==> config.mk <==
export PLATFORM = sky130hd
export DESIGN_NAME = vga_scan_engine
export DESIGN_NICKNAME = d
export VERILOG_FILES = /design/src/rtl/vga_scan_engine.sv
export SDC_FILE = /design/constraint.sdc
export NUM_CORES = 1
export LEC_CHECK = 0
export ABC_AREA = 1
export CAP_MARGIN = 20
export CELL_PAD_IN_SITES_DETAIL_PLACEMENT = 1
export CELL_PAD_IN_SITES_GLOBAL_PLACEMENT = 2
export CORE_ASPECT_RATIO = 1.5
export CORE_MARGIN = 8
export CORE_UTILIZATION = 32
export CTS_BUF_LIST = sky130_fd_sc_hd__clkbuf_2
export DETAILED_ROUTE_END_ITERATION = 16
export GPL_TIMING_DRIVEN = 1
export HOLD_SLACK_MARGIN = 0.03
export PLACE_DENSITY = 0.83
export SLEW_MARGIN = 20
export SYNTH_ARGS = -nofsm -noshare
export SYNTH_HDL_FRONTEND = slang
export SYNTH_SLANG_ARGS = --single-unit
==> constraint.sdc <==
create_clock -name clk_25 -period 1.7 [get_ports clk_25]
set_input_delay 0.34 -clock clk_25 [delete_from_list [all_inputs] [get_ports clk_25]]
set_output_delay 0.34 -clock clk_25 [all_outputs]
set_load 0.005 [all_outputs]
==> src/rtl/vga_scan_engine.sv <==
// Parametrised VGA scan engine: sync/blank timing, upscaled framebuffer addressing,
// and latency-aligned RGB output. Optional bar test pattern via VGA_TEST_PATTERN_EN.
module vga_scan_engine #(
  parameter int H_ACTIVE    = 640,
  parameter int H_FP        = 16,
  parameter int H_SYNC      = 96,
  parameter int H_BP        = 48,
  parameter int V_ACTIVE    = 480,
  parameter int V_FP        = 10,
  parameter int V_SYNC      = 2,
  parameter int V_BP        = 33,
  parameter bit SYNC_POL    = 1'b0,
  parameter int SCALE_SHIFT = 2,
  parameter int ADDR_WIDTH  = 15,
  parameter int PIX_WIDTH   = 1,
  parameter int CH_BITS     = 1,
  parameter int MEM_LATENCY = 1
) (
  input  logic                    clk_25,
  input  logic                    reset_n,
  input  logic [PIX_WIDTH-1:0]    rd_data,
`ifdef VGA_TEST_PATTERN_EN
  input  logic                    pattern_en,
`endif
  output logic [ADDR_WIDTH-1:0]   rd_addr,
  output logic [3*CH_BITS-1:0]    rgb,
  output logic                    hs,
  output logic                    vs,
  output logic                    bright,
  output logic                    frame_start
);

  localparam int H_TOTAL = H_ACTIVE + H_FP + H_SYNC + H_BP;
  localparam int V_TOTAL = V_ACTIVE + V_FP + V_SYNC + V_BP;
  localparam int HW      = $clog2(H_TOTAL + 1);
  localparam int VW      = $clog2(V_TOTAL + 1);
  localparam int D       = MEM_LATENCY + 1;
  localparam int RGB_W   = 3 * CH_BITS;

  localparam logic [HW-1:0] H_LAST     = HW'(H_TOTAL - 1);
  localparam logic [HW-1:0] H_ACT      = HW'(H_ACTIVE);
  localparam logic [HW-1:0] H_ACT_LAST = HW'(H_ACTIVE - 1);
  localparam logic [HW-1:0] HS_BEG     = HW'(H_ACTIVE + H_FP);
  localparam logic [HW-1:0] HS_END     = HW'(H_ACTIVE + H_FP + H_SYNC);
  localparam logic [HW-1:0] H_MASK     = HW'((1 << SCALE_SHIFT) - 1);
  localparam logic [VW-1:0] V_LAST     = VW'(V_TOTAL - 1);
  localparam logic [VW-1:0] V_ACT      = VW'(V_ACTIVE);
  localparam logic [VW-1:0] VS_BEG     = VW'(V_ACTIVE + V_FP);
  localparam logic [VW-1:0] VS_END     = VW'(V_ACTIVE + V_FP + V_SYNC);
  localparam logic [VW-1:0] V_MASK     = VW'((1 << SCALE_SHIFT) - 1);
  localparam logic [ADDR_WIDTH-1:0] SRC_W = ADDR_WIDTH'(H_ACTIVE >> SCALE_SHIFT);

  logic [HW-1:0]         h_q, h_d;
  logic [VW-1:0]         v_q, v_d;
  logic [ADDR_WIDTH-1:0] line_base_q, line_base_d;
  logic [ADDR_WIDTH-1:0] rd_addr_q, rd_addr_d;
  logic                  h_wrap, v_wrap;
  logic                  hs_raw, vs_raw, bright_raw, fs_raw;
  logic [D-1:0]          hs_pipe_q, vs_pipe_q, br_pipe_q, fs_pipe_q;
  logic [RGB_W-1:0]      rgb_q, rgb_d, data_rgb;

  // rd_addr tracks h_q so both describe the same pixel; the reload uses the
  // next line_base so the new line starts from the updated base.
  always_comb begin
    h_wrap      = (h_q == H_LAST);
    v_wrap      = (v_q == V_LAST);
    h_d         = h_wrap ? '0 : h_q + HW'(1);
    v_d         = v_q;
    line_base_d = line_base_q;
    rd_addr_d   = rd_addr_q;
    if (h_wrap) begin
      v_d = v_wrap ? '0 : v_q + VW'(1);
      if (v_wrap)
        line_base_d = '0;
      else if ((v_q & V_MASK) == V_MASK)
        line_base_d = line_base_q + SRC_W;
      rd_addr_d = line_base_d;
    end else if (h_q < H_ACT_LAST && (h_q & H_MASK) == H_MASK) begin
      rd_addr_d = rd_addr_q + ADDR_WIDTH'(1);
    end
  end

  always_comb begin
    hs_raw     = (h_q >= HS_BEG && h_q < HS_END) ? SYNC_POL : ~SYNC_POL;
    vs_raw     = (v_q >= VS_BEG && v_q < VS_END) ? SYNC_POL : ~SYNC_POL;
    bright_raw = (h_q < H_ACT) && (v_q < V_ACT);
    fs_raw     = (h_q == '0) && (v_q == '0);
  end

  generate
    if (PIX_WIDTH == 1) begin : g_mono
      always_comb data_rgb = {RGB_W{rd_data[0]}};
    end else begin : g_color
      always_comb data_rgb = rd_data[RGB_W-1:0];
    end
  endgenerate

`ifdef VGA_TEST_PATTERN_EN
  localparam int unsigned BAR_W = H_ACTIVE / 8;

  logic             pat_q, pat_d;
  logic [2:0]       bar_raw;
  logic [3:0]       pat_pipe_q [D];
  logic [RGB_W-1:0] bar_rgb;

  // Pattern request only takes effect on a frame boundary.
  always_comb begin
    pat_d   = (h_wrap && v_wrap) ? pattern_en : pat_q;
    bar_raw = 3'd0;
    for (int unsigned i = 1; i < 8; i++)
      if (h_q >= HW'(i * BAR_W)) bar_raw = 3'(i);
  end

  always_comb begin
    bar_rgb = {{CH_BITS{pat_pipe_q[D-2][2]}},
               {CH_BITS{pat_pipe_q[D-2][1]}},
               {CH_BITS{pat_pipe_q[D-2][0]}}};
    rgb_d   = '0;
    if (br_pipe_q[D-2])
      rgb_d = pat_pipe_q[D-2][3] ? bar_rgb : data_rgb;
  end

  always_ff @(posedge clk_25 or negedge reset_n) begin
    if (!reset_n) begin
      pat_q <= 1'b0;
      for (int unsigned i = 0; i < D; i++) pat_pipe_q[i] <= '0;
    end else begin
      pat_q         <= pat_d;
      pat_pipe_q[0] <= {pat_q, bar_raw};
      for (int unsigned i = 1; i < D; i++) pat_pipe_q[i] <= pat_pipe_q[i-1];
    end
  end
`else
  always_comb begin
    rgb_d = '0;
    if (br_pipe_q[D-2]) rgb_d = data_rgb;
  end
`endif

  // Stage D-2 of the delay line lines up with the returning read data,
  // so gating there keeps rgb and bright in step at the outputs.
  always_ff @(posedge clk_25 or negedge reset_n) begin
    if (!reset_n) begin
      h_q         <= '0;
      v_q         <= '0;
      line_base_q <= '0;
      rd_addr_q   <= '0;
      hs_pipe_q   <= {D{~SYNC_POL}};
      vs_pipe_q   <= {D{~SYNC_POL}};
      br_pipe_q   <= '0;
      fs_pipe_q   <= '0;
      rgb_q       <= '0;
    end else begin
      h_q         <= h_d;
      v_q         <= v_d;
      line_base_q <= line_base_d;
      rd_addr_q   <= rd_addr_d;
      hs_pipe_q   <= {hs_pipe_q[D-2:0], hs_raw};
      vs_pipe_q   <= {vs_pipe_q[D-2:0], vs_raw};
      br_pipe_q   <= {br_pipe_q[D-2:0], bright_raw};
      fs_pipe_q   <= {fs_pipe_q[D-2:0], fs_raw};
      rgb_q       <= rgb_d;
    end
  end

  assign rd_addr     = rd_addr_q;
  assign rgb         = rgb_q;
  assign hs          = hs_pipe_q[D-1];
  assign vs          = vs_pipe_q[D-1];
  assign bright      = br_pipe_q[D-1];
  assign frame_start = fs_pipe_q[D-1];

endmodule

==> flow_summary.yaml, run 1 <==
global_routing:
  antenna_found_initial: 1
  grt_overflow: 0
  grt_max_degree: 60
  grt_pass1_wl_um: 17800
  groute.usage.overall_pct: 16.3
  grt_pass1_vias: 3446
routing:
  ant_nets: 0
  viasPerCell: 4.80
  highest_layer: "met4"
  routedWlPerCell_um: 15.9
  drc: 0
  vias: 3232
  drt_first_pass_iters: 4
  wl_met3_um: 212
  wl_um: 10700
  drt_iter0_markers: 109
  wl_met2_um: 6140
  routedLengthMet1_um: 4080
outcome:
  status: "complete, no violations"
worst_setup_path:
  cp-start-kind: "register"
  crit_top_cell: "nand2_1"
  critPathMaxStageDelay_ps: 450
  critPathMaxFanout: 5
  end_kind: "register"
  critical_path_required_ps: 2170
  arrival_ps: 2130
  crit_buf_inv: 1
  crit_chain: "ha_4 > nand3_4 > inv_4 > nand4_4 > nor2_4 > nand2_1 > nand2_1 > nand2_1 > nand2_1"
  path_class: "register to register"
  slowest_stage: "dfrtp_1"
  cp_top_family: "simple AND/OR/NAND/NOR gates"
cts:
  clockRootBuffer: "clkbuf_2"
  h-tree-depth: 3
  cts_tree: "built"
  clk_pin_slew_ps: 180
  numCtsBuffers: 9
  cts_sinks: 59
  cts_buffer_depth: 2
  insertion_delay_ps: 520
timing:
  rsz0062_at_grt: "yes"
  slew_viol_final: 0
  period_share_pct: 97.6
  tns_ps: 0
  fin_crit_ps: 1660
  max_freq_mhz: 602
  setup_viol: 0
  clock_skew_ps: 18.2
  layout_setup_ws_ps: 40.1
  hold_viol_final: 0
  slew_headroom_pct: 67.0
  tightest_slew_ps: 492
yosys:
  synth_area_per_cell_um2: 7.54
  ys_seq_area_share_pct: 44.2
  yosysTopAreaCellShare_pct: 41.0
  synth_cell_types: 35
  yosys.area_share.simple_pct: 34.2
  synth_adder_area_share_pct: 2.61
  synth_cells: 445
  syn-num-nets: 455
  netlist_area_um2: 3350
  synth_top_family_by_area: "simple AND/OR/NAND/NOR gates"
  synth_top_area_cell: "dfrtp_1"
  synth.yosys.warnings: 0
  synth-compound-area-share_pct: 6.27
  synth_seq_cells: 59
  synthTopCellsByArea: "dfrtp_1 41%, nand2_1 15%, nand3_1 6.7%"
  muxShareOfSynthArea_pct: 0
  synthXorXnorAreaFrac_pct: 3.66
finish:
  fillers: 1295
  final_common_cell: "nand2_1"
  fin_cells: 674
  fin_util_pct: 42.5
  area_delta_synth_final_pct: 32.0
  fin_nets: 534
  layout.cells.most_common_list: "132 x nand2_1, 57 x inv_1, 44 x dfrtp_1, 44 x buf_4, 39 x nand3_1"
  layout-drive-gt1-share_pct: 23.6
floorplanning:
  start_util_pct: 32.2
  io_pins: 25
  core_um2: 10400
  die_w_um: 99.6
  fp.dieH_um: 141
  row_count: 46
  die_area_um2: 14100
power:
  power_frac_seq_pct: 56.7
  combPwrFrac_pct: 1.9
  internal_power_uw: 1890
  powerDensity_nw_per_um2: 560
  finalPower_uw: 2480
  ir_drop_mv: 0.394
  p_sw_uw: 589
  p_clk_share_pct: 41.4
  switching_share_pct: 23.8
  leakage_uw: 0.00223
job:
  maxCapViolCount: 0
placed_design:
  place_ws_ps: -61.5
  gp_congestion: 0.840
  dp_hpwl_um: 7450
  dp.cells: 627
  portBuffers: 24
min_path:
  hold_class: "input pin to asynchronous set/reset pin"
==> layer usage <==
layer,GRT usage [%],vias to the layer above
li1,-,1575
met1,16.7,1599
met2,30.7,40
met3,2.35,18
met4,8.97,0
met5,0,-
==> Yosys cell counts, drive strengths merged <==
master	instances
ha	7
buf	7
dfstp	4
nand3b	2
or2	1
inv	61
o221ai	1
clkbuf	2
nor2	41
nor3	7
nor4	2
nand3	49
o211ai	1
clkinv	2
nand2	139
xor2	13
a31oi	1
o21a	1
nand4	11
nor3b	2
o21bai	2
xnor2	1
dfrtp	55
a21oi	8
o21ai	25
==> power by group through the flow <==
stage	sequential, µW	clock, µW	combinational (µW)
finish	1410	1030	47.0
global placement	1430	0	47.7
detailed placement	1430	0	48.9
global route	1410	1120	55.5
CTS	1410	1070	50.8
floorplan	1430	0	4.54
==> layout make-up <==
class | count | area (µm²) | area share (%)
multi-input cells | 315 | 1720 | 38.8
diodes | 1 | 2.50 | 0.0565
clock inverters | 7 | 82.6 | 1.86
repair inverters | 1 | 7.51 | 0.169
flip-flops and latches | 59 | 1500 | 33.8
well taps | 144 | 180 | 4.07
inverters | 63 | 244 | 5.51
clock buffers | 9 | 45.0 | 1.02
repair buffers | 75 | 656 | 14.8
==> worst register-to-register path, delay by kind of cell, from the launching register on <==
family,cells,cell delay (ps)
fa+ha+maj,1,180
buf+inv,1,90
flops,1,450
simple gates,7,890
==> registers in the layout (all words and copies together) (netlist names) <==
name,flops
line_base_q,15
rd_addr,15
h_q,10
v_q,10
br_pipe_q,2
fs_pipe_q,2
hs_pipe_q,2
vs_pipe_q,2
rgb,1
==> cells by family after synthesis <==
kind of cell             count (synthesis)
adder cells (fa/ha/maj)                  7
XOR/XNOR                                14
AO/OA/AOI/OAI                           39
buffers and inverters                   72
flip-flops                              59
AND/OR/NAND/NOR                        254
==> metrics by stage <==
step                      hold slack, ps  instance area [µm²]
after floorplan                     44.4                 3350
after global placement               344                 3890
after detailed placement             337                 3890
after CTS                            274                 4210
after global routing                 314                 4430
final                                319                 4430
==> repair_timing <==
| action | in CTS | in global routing |
|---|---|---|
| cloned | 2 | 1 |
| pin swaps | 2 | 9 |
| setup buffers | 20 | 6 |
| hold buffers | 1 | 0 |
| gates resized for setup | 45 | 47 |
| setup endpoints to repair | 37 | 30 |
| endpoints found under the hold margin | 55 | 0 |
==> final timing paths <==
path                                   start           end  slack, ps  cells past startpoint
worst max-delay path                  h_q[1]    rd_addr[6]         40                      9
max in group asynchronous            reset_n  hs_pipe_q[0]       1040                      3
worst min-delay path                 reset_n        v_q[5]        320                      3
min in group clk_25                  rd_data        rgb[1]        330                      3
worst max register to register        h_q[1]    rd_addr[6]         40                      9
worst min register to register  hs_pipe_q[0]  hs_pipe_q[1]        370                      0
No activity file was read; power rests on OpenSTA's default activity.
==> inputs of run 2 (changes only) <==
- clock period: 1.7 -> 1.4 ns (I/O delays scaled with it)
==> run 2 against run 1 <==
Compared with the run above:
- the run now ends with setup timing left
- non-clock buffer count up 81
- routed wire length up 24%
- global-route usage up 2.6 points
- critical path type unchanged
==> flow_summary.yaml, run 2 (synthesized netlist as in run 1, its figures left out) <==
placed_design:
  gp_congestion: 0.853
  dp_hpwl_um: 8470
  place_area_um2: 4470
  portBuffers: 24
worst_setup_path:
  arrival_ps: 2110
  crit_chain: "buf_6 > ha_4 > nand2_4 > inv_4 > nand3_4 > buf_12 > o21ai_4 > nand3_4 > buf_6 > o21ai_2"
  path_class: "register to register"
  critPathMaxFanout: 4
  cp-start-kind: "register"
  end_kind: "register"
  critPathMaxStageDelay_ps: 440
  slowest_stage: "dfrtp_2"
  cp_top_family: "buffers and inverters"
  rrSetupSlack_ps: -250
  critical_path_required_ps: 1860
  r2r_start: "v_q[0]"
  r2r_cells: 10
  crit_buf_inv: 4
  r2r_end: "line_base_q[14]"
floorplanning:
  start_util_pct: 32.2
  fp.dieH_um: 141
  die_area_um2: 14100
  core_um2: 10400
  io_pins: 25
  row_count: 46
  die_w_um: 99.6
power:
  ir_drop_mv: 0.408
  power_frac_seq_pct: 63.4
  powerDensity_nw_per_um2: 496
  finalPower_uw: 2700
  switching_share_pct: 27.5
  p_clk_share_pct: 34.4
  combPwrFrac_pct: 2.2
  leakage_uw: 0.00272
  p_sw_uw: 742
  internal_power_uw: 1950
timing:
  whs_ps: 263
  hold_viol_final: 0
  period_share_pct: 118
  setup_viol: 50
  fin_crit_ps: 1650
  rsz0062_at_grt: "yes"
  slew_headroom_pct: 77.6
  tns_ps: -6510
  layout_setup_ws_ps: -247
  tightest_slew_ps: 337
  max_freq_mhz: 607
  clock_skew_ps: 16.8
  slew_viol_final: 0
min_path:
  hold_depth: 3
  hold_class: "input pin to register"
  hold-path-endpoint: "rgb[1]"
  hp-start: "rd_data"
finish:
  area_delta_synth_final_pct: 62.1
  fin_util_pct: 52.2
  fillers: 1250
  layout-drive-gt1-share_pct: 47.4
  multi_input_area_um2: 2040
  fin_nets: 615
  seq_area_um2: 1490
  final_common_cell: "nand2_1"
  layout.cells.most_common_list: "108 x nand2_1, 104 x buf_4, 50 x inv_1"
  fin_area_um2: 5440
routing:
  drc: 0
  wl_met2_um: 7610
  viasPerCell: 4.86
  drt_iter0_markers: 120
  routedWlPerCell_um: 17.7
  wl_met3_um: 310
  vias: 3666
  drt_first_pass_iters: 4
  routedLengthMet1_um: 4730
  highest_layer: "met4"
  ant_nets: 0
  wl_um: 13300
global_routing:
  grt_pass1_vias: 4047
  grt_max_degree: 60
  groute.usage.overall_pct: 18.9
  antenna_found_initial: 1
  grt_overflow: 0
  grt_pass1_wl_um: 20500
cts:
  insertion_delay_ps: 530
  cts_tree: "built"
  numCtsBuffers: 9
  clockRootBuffer: "clkbuf_2"
  cts_buffer_depth: 2
  cts_sinks: 59
  clk_pin_slew_ps: 170
  h-tree-depth: 3
outcome:
  status: "finished, violations left"
  violations: "setup timing"
job:
  maxCapViolCount: 0
run 2: worst max path at each step:
stage                 from              end  slack, ps  cells past startpoint
floorplan           v_q[0]       rd_addr[4]        -10                      9
global placement    h_q[6]      rd_addr[14]       -210                      9
detailed placement  h_q[5]      rd_addr[14]       -270                      9
CTS                 h_q[1]      rd_addr[12]       -210                      9
global route        h_q[1]       rd_addr[2]       -370                      9
finish              v_q[0]  line_base_q[14]       -250                     10
run 2: final cells by class:
cell class	instances	share of cell area, %
diodes	1	0.0460
repair buffers	156	25.5
clock inverters	5	0.391
multi-input cells	316	37.6
clock buffers	11	1.01
well taps	144	3.31
flip-flops and latches	59	27.5
inverters	63	4.69
run 2: routing by layer:
layer / GRT usage, % / up-vias
met2: 35.5 / 63
met1: 18.3 / 1828
met3: 2.89 / 36
li1: - / 1739
met4: 13.1 / 0
met5: 0 / -
run 2: metrics by stage:
stage | std cells | setup WS [ps]
2_1_floorplan | 445 | -12.3
3_3_place_gp | 689 | -206
3_5_place_dp | 689 | -265
4_1_cts | 739 | -215
5_1_grt | 755 | -367
6_report | 755 | -247
run 2: worst min-delay path: stages:
cell and delay (ps):
clkdlybuf4s50_1 400, nand2_1 60, inv_1 30
run 2: power by group through the flow:
stage / registers, µW / logic [µW] / clock network (µW)
CTS: 1710 / 65.0 / 948
detailed placement: 1740 / 59.9 / 0
global route: 1710 / 69.8 / 1040
global placement: 1740 / 58.6 / 0
finish: 1710 / 60.3 / 927
floorplan: 1740 / 5.51 / 0
run 2: repair_timing:
item	CTS	global route
pin swaps	29	17
hold endpoints to repair	59	0
setup buffers	31	21
resized for setup	190	68
gates cloned	4	0
hold buffers	1	0
setup endpoints to repair	67	66
